**config.mk**
```make
export PLATFORM = sky130hd
export DESIGN_NAME = shared_reg_arbiter
export DESIGN_NICKNAME = d
export VERILOG_FILES = /design/src/rtl/shared_reg_arbiter.sv
export SDC_FILE = /design/constraint.sdc
export NUM_CORES = 1
export LEC_CHECK = 0
export ABC_CLOCK_PERIOD_IN_PS = 2950
export BUFFER_PORTS_ARGS = -buffer_cell sky130_fd_sc_hd__buf_2
export CAP_MARGIN = 20
export CELL_PAD_IN_SITES_DETAIL_PLACEMENT = 0
export CELL_PAD_IN_SITES_GLOBAL_PLACEMENT = 2
export CORE_AREA = 3 3 43 83
export DETAILED_ROUTE_END_ITERATION = 16
export DIE_AREA = 0 0 46 86
export GPL_TIMING_DRIVEN = 0
export HOLD_SLACK_MARGIN = 0.1
export MAX_ROUTING_LAYER = met4
export PLACE_DENSITY = 0.82
export SETUP_SLACK_MARGIN = 0.02
export SYNTH_ARGS = -nofsm -noshare
export SYNTH_HDL_FRONTEND = slang
export SYNTH_SLANG_ARGS = --single-unit
```
**constraint.sdc**
```tcl
create_clock -name clk -period 2.95 [get_ports clk]
set_clock_uncertainty 0.1 [all_clocks]
set_input_delay 0.1475 -clock clk [delete_from_list [all_inputs] [get_ports clk]]
set_output_delay 0.1475 -clock clk [all_outputs]
set_load 0.05 [all_outputs]
```
**src/rtl/shared_reg_arbiter.sv**
```systemverilog
// Round-robin arbiter and write sequencer for a shared register written by three requesters.
// One write is in flight at a time: IDLE -> GRANT -> COMMIT -> IDLE.
module shared_reg_arbiter #(
  parameter int WIDTH = 4
) (
  input  logic             clk,
  input  logic             reset,
  input  logic [2:0]       req,
  input  logic [WIDTH-1:0] d0,
  input  logic [WIDTH-1:0] d1,
  input  logic [WIDTH-1:0] d2,
  output logic [2:0]       gnt,
  output logic [2:0]       ack,
  output logic [WIDTH-1:0] q,
  output logic             busy,
  output logic [1:0]       last,
  output logic [1:0]       fsm_state
);

  // Handshake: a requester holds req[i] and its data stable until it sees ack[i];
  // gnt[i] marks ownership for two cycles, ack[i] pulses once when q holds its data.
  // Dropping req[i] while only gnt[i] is high abandons the write without an ack.
  typedef enum logic [1:0] {
    IDLE   = 2'd0,
    GRANT  = 2'd1,
    COMMIT = 2'd2
  } state_t;

  state_t           state;
  logic [1:0]       sel;
  logic [1:0]       start;
  logic [1:0]       winner;
  logic             sel_req;
  logic [WIDTH-1:0] sel_d;

  function automatic logic [2:0] onehot(input logic [1:0] idx);
    case (idx)
      2'd0:    onehot = 3'b001;
      2'd1:    onehot = 3'b010;
      2'd2:    onehot = 3'b100;
      default: onehot = 3'b000;
    endcase
  endfunction

  // Search starts one past the last completed writer and wraps; only used when req != 0.
  always_comb begin
    start  = (last >= 2'd2) ? 2'd0 : last + 2'd1;
    winner = start;
    case (start)
      2'd0:    winner = req[0] ? 2'd0 : (req[1] ? 2'd1 : 2'd2);
      2'd1:    winner = req[1] ? 2'd1 : (req[2] ? 2'd2 : 2'd0);
      default: winner = req[2] ? 2'd2 : (req[0] ? 2'd0 : 2'd1);
    endcase
  end

  always_comb begin
    sel_req = 1'b0;
    sel_d   = q;
    case (sel)
      2'd0:    begin sel_req = req[0]; sel_d = d0; end
      2'd1:    begin sel_req = req[1]; sel_d = d1; end
      2'd2:    begin sel_req = req[2]; sel_d = d2; end
      default: begin sel_req = 1'b0;   sel_d = q;  end
    endcase
  end

  always_ff @(posedge clk or posedge reset) begin
    if (reset) begin
      state <= IDLE;
      sel   <= 2'd0;
      last  <= 2'd2;
      q     <= '0;
      gnt   <= 3'b000;
      ack   <= 3'b000;
      busy  <= 1'b0;
    end else begin
      case (state)
        IDLE: begin
          ack <= 3'b000;
          if (|req) begin
            sel   <= winner;
            state <= GRANT;
            gnt   <= onehot(winner);
            busy  <= 1'b1;
          end else begin
            gnt  <= 3'b000;
            busy <= 1'b0;
          end
        end
        GRANT: begin
          if (sel_req) begin
            q     <= sel_d;
            state <= COMMIT;
            ack   <= onehot(sel);
          end else begin
            state <= IDLE;
            gnt   <= 3'b000;
            ack   <= 3'b000;
            busy  <= 1'b0;
          end
        end
        COMMIT: begin
          last  <= sel;
          state <= IDLE;
          gnt   <= 3'b000;
          ack   <= 3'b000;
          busy  <= 1'b0;
        end
        default: begin
          state <= IDLE;
          gnt   <= 3'b000;
          ack   <= 3'b000;
          busy  <= 1'b0;
        end
      endcase
    end
  end

  assign fsm_state = state;

endmodule

```
==> flow_summary.json <==
{
  "status": "finished clean",
  "coreArea_um2": 3010,
  "min_to": "q[3]",
  "drive_above_1_share": 0.378,
  "start_util": 0.284,
  "ys.flop_type": "dfrtp_1",
  "setup_slack_ps": 813,
  "cp_slowest_stage_delay_ps": 440,
  "critPathLaunch": "sel[0]",
  "drt_wl_total_mm": 2.06,
  "synth-edff-count": 0,
  "powerDensity_nw_per_um2": 1270,
  "post_drt_wl_per_cell_um": 14.6,
  "maxSlewHeadroom": 0.552,
  "rows": 28,
  "cts_root_buf": "clkbuf_8",
  "crit_chain": "inv_1 -> ha_1 -> a222oi_1 -> and3b_1 -> buf_6 -> mux2_4",
  "numCtsBuffers": 3,
  "slowest_stage": "dfrtp_1",
  "worstRegToRegCells": 6,
  "r2r-end": "q[3]",
  "place_hpwl_mm": 1.65,
  "worstMarginPinSlew_ps": 671,
  "r2r-start": "sel[0]",
  "criticalPathCategory": "register to register",
  "viasPerCell": 5.04,
  "peakVddDrop_mv": 0.292,
  "port_buffers": 31,
  "path_max_fanout": 10,
  "yosys_warnings": 0,
  "dieWidth_um": 46,
  "clk_latency_ps": 240,
  "area_growth_pct": 29.0,
  "dieHeight_um": 86,
  "worstPathArrival_ps": 2170,
  "pre_cts_ws_ps": 826,
  "async_flop_share": 1.00,
  "post-route-period-util": 0.725,
  "io_pins": 32,
  "track_usage": 0.125,
  "drc_errors": 0,
  "dieArea_um2": 3960,
  "synth_cell_types": 32,
  "cp.required_ps": 2980,
  "p_leak_nw": 0.579,
  "grt_max_degree": 18,
  "max_freq_mhz": 468,
  "synth_area_um2": 855,
  "cts_num_sinks": 17,
  "min_period_ps": 2140,
  "grt_pass1_wl_mm": 3.44,
  "drtIter0Drc": 5,
  "h-tree-depth": 1,
  "vias": 711,
  "ys_seq_area_frac": 0.499,
  "cts_tree": "built",
  "min_from": "d0[3]",
  "antenna_left": 0,
  "clk_pin_slew_worst_paths_ps": 60,
  "synthesis.nets": 97,
  "drt-pass1-iter-count": 4,
  "cts.path.max_buffers": 2,
  "setup-tns-final_ps": 0,
  "n_fill_cell": 319,
  "finalMaxSlewViolations": 0,
  "reg2reg_slack_ps": 810,
  "cts_resized": 0,
  "gr-total-overflow": 0,
  "n_antenna_cell": 0,
  "hold_class": "primary input to register",
  "hold_depth": 4,
  "antenna_found_initial": 0,
  "hold_buffers": 1,
  "start_kind": "register",
  "postCtsSetupBuffers": 0,
  "gp_congestion": 0.884,
  "synth_cells": 75,
  "cap_violations": 0,
  "synth_area_per_cell_um2": 11.4,
  "hold_violations": 0,
  "end_kind": "register",
  "layout.nets": 134,
  "grt_pass1_vias": 760,
  "finalSetupViolCount": 0,
  "ys_ff_latch": 17,
  "rsz0062_at_grt": "no"
}
-- cell usage after synthesis, types with 2 or more instances --
library cell	number	area, um^2
dfrtp_1	16	400
nor2_1	6	22.5
ha_1	5	62.6
inv_1	5	18.8
a21oi_1	4	20.0
a22oi_1	4	30.0
and2_1	3	18.8
mux2_4	3	45.0
o21ai_0	3	15.0
nand2_1	2	7.51
nand2b_1	2	12.5
or3_1	2	12.5
-- power breakdown --
part / total (mW) / internal (mW) / switching, mW
clock: 0.167 / 0.0956 / 0.0719
combinational: 0.819 / 0.276 / 0.543
sequential: 0.410 / 0.335 / 0.0750
total: 1.40 / 0.707 / 0.690
-- cells in the final DEF, fill, tap and decap left out, types with 2 or more instances in the layout --
cell	instances
and2_1	3
nor2_1	6
clkbuf_8	3
a22oi_1	4
ha_1	5
a21oi_1	4
o21ai_0	3
buf_2	31
nand2b_1	2
or3_1	2
inv_1	5
dfrtp_1	16
mux2_4	3
nand2_1	2
-- area by class of cell --
class                      count  area, um^2  area share
buffer                         2        15.0      0.0136
clock buffer                   4        45.0      0.0409
inverter                       5        18.8      0.0170
multi-input combinational     51         394       0.358
sequential                    17         427       0.387
tap                           30        37.5      0.0341
timing repair buffer          32         165       0.150
-- through the flow --
step | cell area, um^2 | utilization | hold WS, ps | instances | total power, mW
finish | 1100 | 0.366 | 196 | 141 | 1.40
floorplan | 855 | - | -27.2 | 75 | 1.04
CTS | 1100 | 0.366 | 192 | 141 | 1.42
global route | 1100 | 0.366 | 205 | 141 | 1.50
global placement | 1050 | 0.348 | 161 | 136 | 1.23
detailed placement | 1050 | 0.348 | 171 | 136 | 1.24
-- routing by layer --
layer	part of all wire	vias up	track usage
li1	-	342	-
met1	0.36	338	0.123
met2	0.55	29	0.215
met3	0.067	2	0.0147
met4	0.021	0	0.0777
met5	0	-	-
-- critical path: cells and delay by family, from the launching register on --
family | cells | cell delay, ps
AO/OA/AOI/OAI | 1 | 370
adder cells (fa/ha/maj) | 1 | 300
buffers and inverters | 2 | 260
flip-flops | 1 | 440
multiplexers | 1 | 290
AND/OR/NAND/NOR | 1 | 250
-- how the worst max path moves through the flow --
stage                 to  slack [ps]  cells past startpoint
CTS                 q[3]         810                      6
floorplan           q[0]        1060                      6
finish              q[3]         810                      6
global placement    q[0]         850                      6
global route        q[3]         720                      6
detailed placement  q[3]         830                      6
-- flip-flops by register name, summed over array words and instances (netlist names) --
name       count
gnt            3
sel            2
q              4
ack            3
busy           1
fsm_state      2
last           2
-- cell families after synthesis --
family                     count (synthesis)  share of synthesized area
buffers and inverters                      7                     0.0395
adders and majority gates                  5                     0.0732
DFF                                       17                      0.499
AOI/OAI and AO/OA                         20                      0.170
muxes                                      5                     0.0776
and+or+nand+nor                           21                      0.141
No activity file was read; power rests on OpenSTA's default activity.
